File: config.mk
export PLATFORM = sky130hd
export DESIGN_NAME = frame_sync_detector
export DESIGN_NICKNAME = d
export VERILOG_FILES = /design/src/rtl/frame_sync_detector.sv
export SDC_FILE = /design/constraint.sdc
export NUM_CORES = 1
export LEC_CHECK = 0
export CORE_MARGIN = 5
export CORE_UTILIZATION = 38
export CTS_CLUSTER_SIZE = 12
export DETAILED_ROUTE_END_ITERATION = 8
export MAX_ROUTING_LAYER = met4
export PLACE_DENSITY = 0.83
export REMOVE_ABC_BUFFERS = 1
export SLEW_MARGIN = 20
export SYNTH_ARGS = -nofsm -noshare
export SYNTH_HDL_FRONTEND = slang
export SYNTH_SLANG_ARGS = --single-unit
export TNS_END_PERCENT = 1
File: constraint.sdc
create_clock -name clock -period 1.7 [get_ports clock]
set_input_delay 0.255 -clock clock [delete_from_list [all_inputs] [get_ports clock]]
set_output_delay 0.255 -clock clock [all_outputs]
set_load 0.005 [all_outputs]
File: src/rtl/frame_sync_detector.sv
// frame_sync_detector
//
// Byte-wide frame delineator for the descrambled byte stream. It hunts for
// SYNC_BYTE repeating every FRAME_LEN bytes and confirms the alignment over
// LOCK_COUNT frames. It then forwards aligned bytes with a start-of-frame flag.
// A flywheel state rides through isolated sync corruption. Lock is dropped
// after LOSS_COUNT consecutive sync misses.
//
// Parameters:
//   SYNC_BYTE  - sync pattern at frame position 0
//   FRAME_LEN  - bytes per frame including sync (>= 2)
//   LOCK_COUNT - consecutive correctly spaced syncs needed to lock (>= 1)
//   LOSS_COUNT - consecutive sync misses while locked that drop lock (>= 1)
//
// Ports:
//   clock       in   rising-edge clock
//   reset       in   asynchronous active-high reset
//   in_valid    in   din carries a byte this cycle
//   din         in   descrambled byte
//   out_valid   out  dout is an aligned frame byte
//   dout        out  forwarded byte
//   sof         out  dout is frame position 0 (qualified by out_valid)
//   locked      out  state is LOCKED or FLYWHEEL
//   state       out  HUNT=0, CONFIRM=1, LOCKED=2, FLYWHEEL=3
//   lock_lost   out  one-cycle pulse when lock is dropped back to HUNT
//   frame_count out  emitted frames (wraps)
//   miss_count  out  sync misses while locked (saturates)
//
// Build option: define FRAME_SYNC_STATS_EN to include the frame_count and
// miss_count counters. Without it, both outputs are tied to zero.

module frame_sync_detector #(
  parameter logic [7:0] SYNC_BYTE  = 8'h47,
  parameter int         FRAME_LEN  = 16,
  parameter int         LOCK_COUNT = 3,
  parameter int         LOSS_COUNT = 2
) (
  input  logic        clock,
  input  logic        reset,
  input  logic        in_valid,
  input  logic [7:0]  din,
  output logic        out_valid,
  output logic [7:0]  dout,
  output logic        sof,
  output logic        locked,
  output logic [1:0]  state,
  output logic        lock_lost,
  output logic [15:0] frame_count,
  output logic [15:0] miss_count
);

  localparam int PW = $clog2(FRAME_LEN);
  localparam int GW = $clog2(LOCK_COUNT + 1);
  localparam int MW = $clog2(LOSS_COUNT + 1);

  typedef enum logic [1:0] {
    HUNT     = 2'd0,
    CONFIRM  = 2'd1,
    LOCKED   = 2'd2,
    FLYWHEEL = 2'd3
  } state_t;

  state_t         st, st_nxt;
  logic [PW-1:0]  pos, pos_nxt, pos_inc;
  logic [GW-1:0]  good, good_nxt, good_inc;
  logic [MW-1:0]  miss, miss_nxt, miss_inc;
  logic           sync_chk, match;
  logic           emit, sof_nxt, lost_nxt, miss_evt;

  assign pos_inc  = (pos == PW'(FRAME_LEN - 1)) ? '0 : pos + 1'b1;
  assign good_inc = good + 1'b1;
  assign miss_inc = miss + 1'b1;
  assign sync_chk = (pos == '0);
  assign match    = (din == SYNC_BYTE);

  // Next-state and per-byte decisions; nothing moves without an accepted byte.
  always_comb begin
    st_nxt   = st;
    pos_nxt  = pos;
    good_nxt = good;
    miss_nxt = miss;
    lost_nxt = 1'b0;
    miss_evt = 1'b0;
    if (in_valid) begin
      pos_nxt = pos_inc;
      case (st)
        HUNT: begin
          // Every byte is a candidate; pos stays parked at 0 until a match.
          pos_nxt = '0;
          if (match) begin
            pos_nxt  = PW'(1);
            good_nxt = GW'(1);
            st_nxt   = (LOCK_COUNT == 1) ? LOCKED : CONFIRM;
          end
        end
        CONFIRM: begin
          if (sync_chk) begin
            if (match) begin
              good_nxt = good_inc;
              if (good_inc == GW'(LOCK_COUNT)) st_nxt = LOCKED;
            end else begin
              // The failing byte is consumed here, not re-hunted.
              st_nxt   = HUNT;
              pos_nxt  = '0;
              good_nxt = '0;
            end
          end
        end
        LOCKED: begin
          if (sync_chk && !match) begin
            miss_evt = 1'b1;
            if (LOSS_COUNT == 1) begin
              st_nxt   = HUNT;
              pos_nxt  = '0;
              good_nxt = '0;
              miss_nxt = '0;
              lost_nxt = 1'b1;
            end else begin
              st_nxt   = FLYWHEEL;
              miss_nxt = MW'(1);
            end
          end
        end
        FLYWHEEL: begin
          if (sync_chk) begin
            if (match) begin
              miss_nxt = '0;
              st_nxt   = LOCKED;
            end else begin
              miss_evt = 1'b1;
              miss_nxt = miss_inc;
              if (miss_inc == MW'(LOSS_COUNT)) begin
                st_nxt   = HUNT;
                pos_nxt  = '0;
                good_nxt = '0;
                miss_nxt = '0;
                lost_nxt = 1'b1;
              end
            end
          end
        end
        default: st_nxt = HUNT;
      endcase
    end
  end

  // A byte is emitted when its own update leaves us in a locked state, so the
  // lock-completing sync is emitted and the lock-dropping byte is not.
  assign emit    = in_valid && ((st_nxt == LOCKED) || (st_nxt == FLYWHEEL));
  assign sof_nxt = (st == HUNT) || sync_chk;

  // Control state registers
  always_ff @(posedge clock or posedge reset) begin
    if (reset) begin
      st   <= HUNT;
      pos  <= '0;
      good <= '0;
      miss <= '0;
    end else begin
      st   <= st_nxt;
      pos  <= pos_nxt;
      good <= good_nxt;
      miss <= miss_nxt;
    end
  end

  // Registered outputs, one cycle behind the accepted byte
  always_ff @(posedge clock or posedge reset) begin
    if (reset) begin
      out_valid <= 1'b0;
      dout      <= '0;
      sof       <= 1'b0;
      locked    <= 1'b0;
      lock_lost <= 1'b0;
    end else begin
      locked <= (st_nxt == LOCKED) || (st_nxt == FLYWHEEL);
      if (in_valid) begin
        out_valid <= emit;
        dout      <= din;
        sof       <= emit && sof_nxt;
        lock_lost <= lost_nxt;
      end else begin
        out_valid <= 1'b0;
        lock_lost <= 1'b0;
      end
    end
  end

  assign state = st;

`ifdef FRAME_SYNC_STATS_EN
  function automatic logic [15:0] sat_inc16(input logic [15:0] v);
    return (v == 16'hFFFF) ? v : v + 16'd1;
  endfunction

  logic [15:0] frame_cnt, miss_cnt;

  // Statistics counters
  always_ff @(posedge clock or posedge reset) begin
    if (reset) begin
      frame_cnt <= '0;
      miss_cnt  <= '0;
    end else begin
      if (emit && sof_nxt) frame_cnt <= frame_cnt + 16'd1;
      if (miss_evt)        miss_cnt  <= sat_inc16(miss_cnt);
    end
  end

  assign frame_count = frame_cnt;
  assign miss_count  = miss_cnt;
`else
  logic unused_miss_evt;
  assign unused_miss_evt = miss_evt;
  assign frame_count     = '0;
  assign miss_count      = '0;
`endif

endmodule
# Word-level counts from Yosys, hierarchy flattened
# Index checks and enable logic that the tools add are counted.
totals:
  register_bits: 22
  input_bits: 11
  out_inout_bits: 46
  elab_cells: 75
classes:
  addsub: 3
  eq_ne: 15
  n_mux: 36
  n_reduce_logical: 12
op_table:
  columns: ["operator", "count"]
  rows:
  - ["2-bit 2-to-1 mux", 19]
  - ["4-bit 2-to-1 mux", 6]
  - ["2-bit == test, second input constant", 6]
  - ["2-bit inequality test, second input constant", 6]
  - ["4-bit one-hot mux with 3 select lines", 1]
  - ["8-bit by 7-bit == test with 1-bit output, second input constant", 1]
  - ["2-bit one-hot mux with 4 select lines", 1]
  - ["1-bit 2-to-1 mux", 7]
  - ["7-bit AND reduction", 1]
  - ["2-bit one-hot mux with 3 select lines", 1]
  - ["2-bit by 1-bit adder with 2-bit output, second input constant", 2]
  - ["4-bit by 1-bit adder with 4-bit output, second input constant", 1]
  - ["4-bit == test, second input constant", 1]
  - ["4-bit zero test", 1]
  - ["2-bit one-hot mux with 2 select lines", 1]
  - ["4-bit AND reduction", 1]
  - ["1-bit logical AND", 3]
  - ["3-bit nonzero test", 1]
  - ["2-bit by 1-bit == test with 1-bit output, second input constant", 1]
  - ["2-bit zero test", 1]
  - ["1-bit logical OR", 2]
  - ["2-bit nonzero test", 1]
  - ["1-bit zero test", 1]

# Longest topological paths before layout
# Gate-level depths: netlist of the first run.
logic_depth:
  depth_word: 11
  depth_mapped: 6
  mapped_depth_nobuf: 6

# Least setup slack after synthesis of the first run
# Ideal clock, no wire load.
synth_timing:
  path_type: "input-to-reg"
  from: "input port din[5]"
  to: "register good[0]"
  setup_time_ns: 0.077
  arrival_time_ns: 1.615
  t_required_ns: 1.623
  slack_ns: 0.007
  stages: 5
  n_path_buf: 1
  cell_sequence: "or4b_4 -> or2_0 -> clkbuf_2 -> or3_1 -> a21oi_1"
synth_between:
  elab_chain_cells: 4
  word_cells_on_any_way: 7
synth_lines:
  columns: ["element", "line_no", "rtl"]
  rows:
  - ["from (decl)", "41", "input logic [7:0] din,"]
  - ["8-bit by 7-bit == test with 1-bit output *", "74", "assign match = (din == SYNC_BYTE);"]
  - ["2-bit 2-to-1 mux", "98", "if (match) begin"]
  - ["2-bit 2-to-1 mux", "97", "if (sync_chk) begin"]
  - ["2-bit one-hot mux with 3 select lines", "86", "case (st)"]
  - ["to (signal assigned)", "162", "good <= good_nxt;"]
  - ["to (decl)", "65", "logic [GW-1:0] good, good_nxt, good_inc;"]
# Mark *: on every way between the ends. The rest lies on a longest branch, timed or not. The select of a mux whose other input is x is not followed.
# A chain may end at the register's enable or synchronous reset.

# Final worst setup path of the first run
layout_timing:
  from: "register pos[0]"
  to: "register pos[3]"
layout_between:
  elab_chain_cells: 6
  word_cells_on_any_way: 10
layout_lines:
  columns: ["element", "line_no", "rtl"]
  rows:
  - ["from (decl)", "64", "logic [PW-1:0] pos, pos_nxt, pos_inc;"]
  - ["from (signal assigned)", "161", "pos <= pos_nxt;"]
  - ["4-bit by 1-bit adder with 4-bit output or 4-bit == test (tied branches)", "70", "assign pos_inc = (pos == PW'(FRAME_LEN - 1)) ? '0 : pos + 1'b1;"]
  - ["4-bit 2-to-1 mux", "70", null]
  - ["4-bit 2-to-1 mux", "132", "if (miss_inc == MW'(LOSS_COUNT)) begin"]
  - ["4-bit 2-to-1 mux", "126", "if (match) begin"]
  - ["4-bit 2-to-1 mux", "125", "if (sync_chk) begin"]
  - ["4-bit one-hot mux with 3 select lines *", "86", null]
# Mark *: on every way between the ends. The rest lies on a longest branch, timed or not.

==> results of run 1 <==
-- cells by family (layout without fill, tap and decap cells) --
| kind of cell | Yosys count | after routing | synth area share |
|---|---|---|---|
| AO/OA/AOI/OAI | 28 | 28 | 0.146 |
| adder cells (fa/ha/maj) | 3 | 3 | 0.0277 |
| buffers and inverters | 44 | 57 | 0.212 |
| flip-flops | 22 | 22 | 0.407 |
| multiplexers | 8 | 8 | 0.0665 |
| other | 1 | 32 | 0.00277 |
| AND/OR/NAND/NOR | 33 | 33 | 0.139 |
-- how the worst max path moves through the flow --
stage                       startpoint                   to  cells past startpoint
floorplan           pos[0]$_DFFE_PP0P_   pos[3]$_DFFE_PP0P_                      6
global placement                din[5]  good[0]$_DFFE_PP0P_                      5
detailed placement              din[5]   pos[0]$_DFFE_PP0P_                      5
CTS                             din[5]  good[0]$_DFFE_PP0P_                      5
global route        pos[0]$_DFFE_PP0P_   pos[3]$_DFFE_PP0P_                      6
finish              pos[0]$_DFFE_PP0P_   pos[3]$_DFFE_PP0P_                      6
-- layer usage --
layer | track usage | vias to the layer above | share of wire
met5 | - | - | 0
met4 | 0.0191 | 0 | 0.0057
met3 | 0.0333 | 2 | 0.081
met2 | 0.207 | 50 | 0.48
met1 | 0.160 | 498 | 0.43
li1 | - | 511 | -
-- state kept, by name (all words and copies together), names as in the netlist --
name,cells
pos,4
state,2
miss,2
out_valid,1
lock_lost,1
locked,1
dout,8
good,2
sof,1
-- timing repair --
| action | in CTS | in global routing |
|---|---|---|
| pin swaps | 0 | 5 |
| setup buffers | 0 | 1 |
| gates resized for setup | 5 | 11 |
| endpoints found under the setup margin | 7 | 8 |
-- where the power goes --
part	total (mW)	switching (mW)	internal, mW
combinational	0.338	0.156	0.182
clock	0.232	0.149	0.0827
sequential	0.589	0.0255	0.563
total	1.16	0.331	0.828
-- stage by stage --
step | instances | power (mW) | cell area [um2] | hold WS [ns] | utilization
floorplan | 133 | 0.743 | 1210 | 0.244 | -
global placement | 225 | 0.899 | 1670 | 0.489 | 0.494
detailed placement | 225 | 0.907 | 1670 | 0.499 | 0.494
CTS | 228 | 1.14 | 1710 | 0.297 | 0.504
global route | 229 | 1.24 | 1750 | 0.222 | 0.516
finish | 229 | 1.16 | 1750 | 0.206 | 0.516
-- Yosys cell counts, drive strengths merged --
cell	instances
nand3b	1
nor2	7
mux2	8
a21o	2
o2111ai	1
a22oi	1
a211oi	1
o2bb2ai	2
or2	1
a221oi	1
clkbuf	5
a2bb2oi	2
nand3	3
buf	32
or4b	1
a21boi	1
dfrtp	22
a221o	1
a31o	1
inv	7
a21oi	6
or3	3
nand2	6
nor3	4
o22a	1
a22o	1
and2	1
a31oi	2
nand2b	1
and4bb	1
o21ai	4
ha	3
conb	1
o31a	1
nor2b	1
nand4b	2
nor3b	1
-- cell type report --
cell class	instances	area share
Tap cell	46	0.0329
Sequential cell	22	0.315
Multi-Input combinational cell	104	0.382
Clock buffer	3	0.0129
Inverter	7	0.0150
Timing Repair Buffer	47	0.242
-- worst max-delay path, cell delays in order (launching register included) --
cell and delay, ns:
sky130_fd_sc_hd__dfrtp_1 0.42, sky130_fd_sc_hd__inv_2 0.07, sky130_fd_sc_hd__ha_2 0.17, sky130_fd_sc_hd__nor3b_4 0.23, sky130_fd_sc_hd__a2bb2oi_2 0.20, sky130_fd_sc_hd__nand2_1 0.10
sky130_fd_sc_hd__a221o_1 0.30
==> key figures, run 1 <==
Run status
  – Outcome: finished clean

Worst hold path
  – Worst Hold Path Cells: 2
  – Startpoint of the worst hold path: din[6]
  – Worst min-delay path class: input port to flip-flop
  – Endpoint of the worst hold path: dout[6]$_DFFE_PP0P_

Synthesis
  – Share of synthesized area occupied by flip-flops and latches: 0.407
  – Synthesized area divided by synthesized cell count: 9.74 um2
  – Synthesized area: 1350 um2
  – Count of different cell masters after synthesis: 39
  – Total of flip-flops plus latches after synthesis: 22
  – Area share of the leading cell type in the synthesized netlist: 0.407
  – Biggest area contributors in the synthesized netlist: sky130_fd_sc_hd__dfrtp_1 (41%), sky130_fd_sc_hd__buf_4 (18%), sky130_fd_sc_hd__mux2_2 (6.7%)
  – Warning count from the yosys run: 0
  – Library cell occupying the most area in the post-synthesis netlist: sky130_fd_sc_hd__dfrtp_1
  – Cells after Synth: 139

Setup path
  – Setup slack, reg-to-reg: 0.10 ns
  – CP arrival: 1.80 ns
  – Worst setup EP type: flip-flop
  – Category of the critical setup timing path: flip-flop to flip-flop
  – Launch point of the worst reg-to-reg path: pos[0]$_DFFE_PP0P_
  – Reg-to-reg endpoint: pos[3]$_DFFE_PP0P_
  – Max Fanout on Critical Path: 3
  – Number of cells on the worst reg-to-reg path: 6
  – Startpoint Class: flip-flop
  – Data required, critical path: 1.90 ns

Floorplanning
  – Die Span Y: 69.7 um
  – Area of the core: 3390 um2
  – Die Span X: 69.7 um
  – IO Pins: 57
  – Starting density of the core: 0.399
  – Standard-cell row count: 21
  – Die area: 4860 um2

Final layout
  – Area of the multi-input gates: 668 um2
  – Commonest cells after routing, fill and taps aside: sky130_fd_sc_hd__conb_1 (32), sky130_fd_sc_hd__buf_4 (23), sky130_fd_sc_hd__dfrtp_1 (22)
  – Fraction of final layout cells sized beyond drive strength 1: 0.246
  – Sequential cell area: 551 um2
  – Relative area change from synthesis to final layout: 29.1%
  – Count of fill cells added during filler insertion: 311
  – Most common cell after layout, fill and taps aside: sky130_fd_sc_hd__conb_1
  – Antenna cells: 0
  – Final-stage net count: 199

Routing
  – Final ANT Viol Nets: 0
  – Number of vias in the routed layout: 1061
  – DRC violations left: 0
  – Number of vias per cell after detailed routing: 4.63
  – First DRT Iteration DRCs: 66
  – DRT Wirelength: 3000 um
  – Wirelength per Cell: 13.1 um
  – 1st-pass router iterations: 4

STA
  – Worst setup margin: 0.100 ns
  – Final Slew Violations: 0
  – Share of the clock period used by the worst path: 0.941
  – Shortest clock period the worst path allows after layout: 1.60 ns
  – Total of endpoints with negative setup slack in the final report: 0
  – Unrepaired setup endpoints after global routing: true
  – Clock Skews: 0.00742 ns
  – Max Clock Freq: 625 MHz
  – Final TNS setup: 0 ns
  – Final hold violation count: 0

CTS
  – Buffer cell driving the clock tree root: sky130_fd_sc_hd__clkbuf_4
  – Clock Latency Late Sink: 0.30 ns
  – CTS tree: yes
  – Number of levels in the clock H-tree: 1
  – Total clock buffers created by CTS: 3
  – Hold buffers post-CTS: 0
  – TritonCTS sink count: 22
  – Post-CTS clock slew at the launch and capture registers of the worst setup and hold paths: 0.12 ns
  – Maximum buffer depth of the clock tree: 2

Power
  – Leakage power summed over all cells: 0.844 nW
  – Power per cell area: 663 nW/um2
  – Maximum vdd drop: 0.502 mV

Job
  – Total of max-cap violations: 0

Placed design
  – Final weighted congestion in routability-driven placement: 0.870
  – Count of input and output buffers: 24
  – Pre-CTS WS: -0.426 ns
  – Final HPWL from detailed placement: 2310 um

Global route
  – Number of antenna violations at the first check in global routing: 0
  – Via count of the first global-routing pass: 1021
  – Grt ovf: 0
  – Tot GR Track Use: 0.126
  – Global-route wire length before repair: 4940 um
  – Largest net degree at the start of global routing: 23
Note: power is estimated with default switching activity, not from simulation.
==> inputs of run 2 (changes only) <==
- CORE_UTILIZATION: 38 -> 46
- MAX_ROUTING_LAYER: met4 -> unset
- PLACE_DENSITY: 0.83 -> 0.93
- clock period: 1.7 -> 2 ns (I/O delays scaled with it)
==> run 2 against run 1 <==
Clock-buffer cell count unchanged. Sequential share of layout area up 2.6 points. Power down 7.1%. Register-to-register slack better by 0.14 ns. Clock power up 46%. Hold slack better by 0.085 ns. Worst setup slack better by 0.048 ns. Critical path depth unchanged. Combinational power down 32%. Critical path type is now input port to flip-flop. Largest cell class unchanged. Largest power group unchanged. Highest routed layer unchanged.
==> key figures, run 2 (synthesis gave the netlist of run 1 again) <==
Final layout
  – Fraction of final layout cells sized beyond drive strength 1: 0.153
  – Antenna cells: 0
  – Number of flip-flops in the largest register: 8
  – Count of fill cells added during filler insertion: 243
  – Register with the highest flop count: dout
  – Final-stage net count: 185
  – Cell area after layout: 1620 um2
  – Largest registers: dout (8), pos (4)
  – Relative area change from synthesis to final layout: 19.3%
  – Commonest cells after routing, fill and taps aside: sky130_fd_sc_hd__conb_1 (32), sky130_fd_sc_hd__clkdlybuf4s50_1 (24), sky130_fd_sc_hd__dfrtp_1 (22)
  – Most common cell after layout, fill and taps aside: sky130_fd_sc_hd__conb_1

STA
  – Final TNS setup: 0 ns
  – Total of endpoints with negative setup slack in the final report: 0
  – Unrepaired setup endpoints after global routing: false
  – Clock Skews: 0.0139 ns
  – Final Slew Violations: 0
  – Share of the clock period used by the worst path: 0.926
  – Worst setup margin: 0.148 ns
  – Final hold violation count: 0
  – Shortest clock period the worst path allows after layout: 1.85 ns
  – Max Clock Freq: 540 MHz

Power
  – Clock network fraction of design power: 0.315
  – Gate power share: 0.214
  – Design internal power: 0.802 mW
  – Power per cell area: 666 nW/um2
  – Switching part of the total power: 0.255
  – Net Sw Power: 0.274 mW
  – Maximum vdd drop: 0.587 mV
  – Leakage power summed over all cells: 0.744 nW
  – Share of power burned in registers: 0.471

Floorplanning
  – Die Span X: 64.3 um
  – Die area: 4130 um2
  – Area of the core: 2780 um2
  – Starting density of the core: 0.487
  – Die Span Y: 64.3 um
  – Standard-cell row count: 19
  – IO Pins: 57

Setup path
  – Worst path top cell family by delay: simple AND/OR/NAND/NOR gates
  – Worst setup EP type: flip-flop
  – Max Fanout on Critical Path: 4
  – Largest stage delay, worst path: 0.54 ns
  – Sum of buffers and inverters on the critical path: 2
  – Startpoint Class: input port
  – Chain of cells forming the critical path: clkdlybuf4s50_1, or4b_4, or2_0, buf_4, o2bb2ai_1, and2_1
  – Category of the critical setup timing path: input port to flip-flop
  – Data required, critical path: 2.25 ns
  – CP arrival: 2.10 ns
  – Crit path max-delay cell type: sky130_fd_sc_hd__or4b_4

Routing
  – Wirelength per Cell: 12.6 um
  – First DRT Iteration DRCs: 21
  – DRC violations left: 0
  – DRT Wirelength: 2540 um
  – Number of vias per cell after detailed routing: 4.99
  – Number of vias in the routed layout: 1002
  – Final ANT Viol Nets: 0
  – 1st-pass router iterations: 4

Global route
  – Via count of the first global-routing pass: 954
  – Global-route wire length before repair: 4070 um
  – Largest net degree at the start of global routing: 23
  – Grt ovf: 0
  – Tot GR Track Use: 0.122
  – Number of antenna violations at the first check in global routing: 0

Worst hold path
  – Worst min-delay path class: input port to asynchronous set/reset pin

CTS
  – Buffer cell driving the clock tree root: sky130_fd_sc_hd__clkbuf_4
  – Number of post-CTS setup repair buffers: 0
  – Maximum buffer depth of the clock tree: 2
  – Post-CTS clock slew at the launch and capture registers of the worst setup and hold paths: 0.13 ns
  – Clock Latency Late Sink: 0.31 ns
  – Number of levels in the clock H-tree: 1
  – TritonCTS sink count: 22
  – Total clock buffers created by CTS: 3
  – CTS tree: yes

Placed design
  – Final HPWL from detailed placement: 2050 um
  – Pre-CTS WS: -0.167 ns
  – Cell Area, Placed: 1560 um2
  – Count of input and output buffers: 24
  – Final weighted congestion in routability-driven placement: 0.850

Job
  – Total of max-cap violations: 0

Run status
  – Outcome: finished clean
run 2: changes by cell type in the layout (fill, tap and decap cells not counted), sizes merged:
cell	previous run	this run
buf	23	9
clkdlybuf4s50	20	24
dlymetal6s2s	4	0
bufinv	0	1
run 2: through the flow:
step	util	hold WS (ns)	power (mW)	instances
6_report	0.581	0.291	1.08	201
5_1_grt	0.581	0.310	1.14	201
4_1_cts	0.578	0.292	1.09	201
3_5_place_dp	0.560	0.498	0.743	197
3_3_place_gp	0.560	0.490	0.733	197
2_1_floorplan	-	0.289	0.631	133
run 2: power groups by stage:
| stage | sequential, mW | combinational [mW] | clock [mW] |
|---|---|---|---|
| 4_1_cts | 0.508 | 0.228 | 0.350 |
| 3_5_place_dp | 0.517 | 0.226 | 0 |
| 5_1_grt | 0.514 | 0.260 | 0.365 |
| 3_3_place_gp | 0.514 | 0.219 | 0 |
| 2_1_floorplan | 0.513 | 0.119 | 0 |
| 6_report | 0.507 | 0.230 | 0.339 |
run 2: final timing paths:
kind	start	to	slack [ns]	cells after the start
min in group clock	dout[5]$_DFFE_PP0P_	dout[5]$_DFFE_PP0P_	0.52	1
max in group asynchronous	reset	pos[2]$_DFFE_PP0P_	1.48	3
worst min-delay path	reset	dout[7]$_DFFE_PP0P_	0.29	3
worst max register to register	pos[0]$_DFFE_PP0P_	good[0]$_DFFE_PP0P_	0.24	7
worst max-delay path	din[5]	out_valid$_DFF_PP0_	0.15	6
worst min register to register	dout[5]$_DFFE_PP0P_	dout[5]$_DFFE_PP0P_	0.52	1
run 2: metal layers:
layer  part of all wire  up-vias  track usage
met5                  0        -            0
met4             0.0055        0       0.0229
met3              0.095        2       0.0455
met2               0.51       39        0.218
met1               0.39      478        0.138
li1                   -      483            -
run 2: layout make-up:
| class | instances | area, um2 | share of cell area |
|---|---|---|---|
| well taps | 31 | 38.8 | 0.0240 |
| multi-input cells | 104 | 639 | 0.396 |
| flip-flops and latches | 22 | 551 | 0.341 |
| repair buffers | 33 | 308 | 0.191 |
| inverters | 7 | 26.3 | 0.0163 |
| clock inverters | 1 | 30.0 | 0.0186 |
| clock buffers | 3 | 22.5 | 0.0139 |
run 2: what timing repair did:
item | CTS | global route
setup endpoints to repair | 0 | 2
gates resized for setup | 0 | 1
hold endpoints to repair | 0 | 0
hold buffers | 0 | 0
run 2: tightest hold or removal path: stages:
cell                              delay (ns)
sky130_fd_sc_hd__clkdlybuf4s50_1        0.39
sky130_fd_sc_hd__inv_1                  0.05
sky130_fd_sc_hd__buf_4                  0.27
==> inputs of run 3 (changes only) <==
- CELL_PAD_IN_SITES_DETAIL_PLACEMENT: unset -> 0
- CELL_PAD_IN_SITES_GLOBAL_PLACEMENT: unset -> 1
- CORE_UTILIZATION: 46 -> 31
- PLACE_DENSITY: 0.93 -> 0.87
- clock period: 2 -> 1.8 ns (I/O delays scaled with it)
==> run 3 against run 2 <==
The run now ends with setup timing left. Hold slack gained 0.052 ns. Power grew 23%. Sequential power grew 9.5%. Critical path depth shrank 1. Sequential share of layout area shrank 3.2 points. Sequential cell count is the same. Routed wire length grew 20%. Clock power grew 36%. Critical path type unchanged. Critical endpoint is now good[0]$_DFFE_PP0P_. Largest cell class unchanged. Highest routed layer unchanged.
==> key figures, run 3 (synthesis gave the netlist of run 1 again) <==
Setup path
  – Launch point of the critical path: din[5]
  – Crit path max-delay cell type: sky130_fd_sc_hd__or4b_4
  – Category of the critical setup timing path: input port to flip-flop
  – Worst setup EP type: flip-flop
  – Launch point of the worst reg-to-reg path: pos[0]$_DFFE_PP0P_
  – Largest stage delay, worst path: 0.57 ns
  – Startpoint Class: input port
  – Sum of buffers and inverters on the critical path: 1
  – Data required, critical path: 2.00 ns
  – CP arrival: 2.01 ns
  – Chain of cells forming the critical path: clkdlybuf4s50_1, or4b_4, or2_4, or3_4, a21oi_2
  – Max Fanout on Critical Path: 5
  – Worst path top cell family by delay: simple AND/OR/NAND/NOR gates

Global route
  – Via count of the first global-routing pass: 1026
  – Tot GR Track Use: 0.101
  – Number of antenna violations at the first check in global routing: 0
  – Global-route wire length before repair: 4880 um
  – Largest net degree at the start of global routing: 23
  – Grt ovf: 0

CTS
  – Maximum buffer depth of the clock tree: 2
  – Post-CTS clock slew at the launch and capture registers of the worst setup and hold paths: 0.08 ns
  – CTS tree: yes
  – Number of levels in the clock H-tree: 1
  – Hold buffers post-CTS: 0
  – TritonCTS sink count: 22
  – Total clock buffers created by CTS: 3
  – Buffer cell driving the clock tree root: sky130_fd_sc_hd__clkbuf_8
  – Clock Latency Late Sink: 0.26 ns
  – Number of post-CTS setup repair buffers: 0

Final layout
  – Antenna cells: 0
  – Fraction of final layout cells sized beyond drive strength 1: 0.230
  – Commonest cells after routing, fill and taps aside: sky130_fd_sc_hd__conb_1 (32), sky130_fd_sc_hd__clkdlybuf4s50_1 (24), sky130_fd_sc_hd__dfrtp_1 (22)
  – Largest registers: dout (8), pos (4)
  – Post-Layout Cell Count: 230
  – Number of flip-flops in the largest register: 8
  – Register with the highest flop count: dout
  – Final-stage net count: 193
  – Relative area change from synthesis to final layout: 31.6%
  – Cell area after layout: 1780 um2
  – Post-layout utilization of the core: 0.415
  – Most common cell after layout, fill and taps aside: sky130_fd_sc_hd__conb_1

Floorplanning
  – IO Pins: 57
  – Die Span Y: 76.1 um
  – Starting density of the core: 0.315
  – Standard-cell row count: 24
  – Die area: 5790 um2
  – Area of the core: 4290 um2
  – Die Span X: 76.1 um

STA
  – Share of the clock period used by the worst path: 1.01
  – Max Clock Freq: 552 MHz
  – Unrepaired setup endpoints after global routing: true
  – Worst setup margin: -0.0106 ns
  – Shortest clock period the worst path allows after layout: 1.81 ns
  – Final hold violation count: 0
  – Total of endpoints with negative setup slack in the final report: 2
  – Final TNS setup: -0.0123 ns
  – Final Slew Violations: 0
  – Clock Skews: 0.00272 ns

Placed design
  – Final HPWL from detailed placement: 2260 um
  – Count of input and output buffers: 24
  – Post-placement cell count: 226
  – Cell Area, Placed: 1640 um2
  – Final weighted congestion in routability-driven placement: 0.800

Power
  – Leakage power summed over all cells: 0.805 nW
  – Total power of the final layout: 1.33 mW
  – Power per cell area: 744 nW/um2
  – Maximum vdd drop: 0.486 mV

Worst hold path
  – Worst min-delay path class: input port to asynchronous set/reset pin

Routing
  – Final ANT Viol Nets: 0
  – DRT Wirelength: 3060 um
  – DRC violations left: 0
  – First DRT Iteration DRCs: 53
  – 1st-pass router iterations: 4
  – Wirelength per Cell: 13.3 um
  – Number of vias per cell after detailed routing: 4.58
  – Number of vias in the routed layout: 1054

Job
  – Total of max-cap violations: 0

Run status
  – Outcome: finished, violations left
  – Violations in the final reports: setup timing
[run 3: changes by cell type in the layout (fill, tap and decap cells not counted), sizes merged]
cell,delta
buf,+8
[run 3: metrics by stage]
step	hold slack (ns)	setup slack (ns)
after detailed placement	0.497	-0.370
after floorplan	0.259	0.112
after global routing	0.389	-0.0347
after CTS	0.355	0.00183
after global placement	0.490	-0.333
final	0.344	-0.0106
[run 3: final cells by class]
cell class                 count  area [um2]
clock inverter                 1        30.0
multi-input combinational    104         701
fill                         435        2510
inverter                       7        26.3
tap                           52        65.1
sequential                    22         551
clock buffer                   3        41.3
timing repair buffer          41         368
[run 3: layer usage]
layer	GRT usage	up-vias	part of all wire
met5	0	-	0
met1	0.122	512	0.40
met3	0.0402	3	0.080
met2	0.169	42	0.51
li1	-	497	-
met4	0.0210	0	0.0085
[run 3: tightest hold or removal path: stages]
cell and delay (ns):
sky130_fd_sc_hd__clkdlybuf4s50_1 0.40, sky130_fd_sc_hd__inv_1 0.05, sky130_fd_sc_hd__buf_4 0.28
[run 3: where the power goes]
part	total [mW]	internal [mW]	leakage [nW]	switching, mW
clock network	0.460	0.297	0.0357	0.162
logic	0.311	0.167	0.484	0.145
registers	0.555	0.532	0.285	0.0235
[run 3: final timing paths]
| kind | end | slack [ns] | depth (start not counted) |
|---|---|---|---|
| setup / recovery | good[0]$_DFFE_PP0P_ | -0.01 | 5 |
| hold / removal | dout[1]$_DFFE_PP0P_ | 0.34 | 3 |
| setup reg to reg | good[0]$_DFFE_PP0P_ | 0.09 | 7 |
| hold reg to reg | dout[1]$_DFFE_PP0P_ | 0.51 | 1 |
| max in group asynchronous | sof$_DFFE_PP0P_ | 1.23 | 3 |
| min in group clock | dout[1]$_DFFE_PP0P_ | 0.51 | 1 |
[run 3: repair_timing]
item / CTS / global route
gates resized for setup: 4 / 8
setup endpoints to repair: 7 / 8
pin swaps: 3 / 2
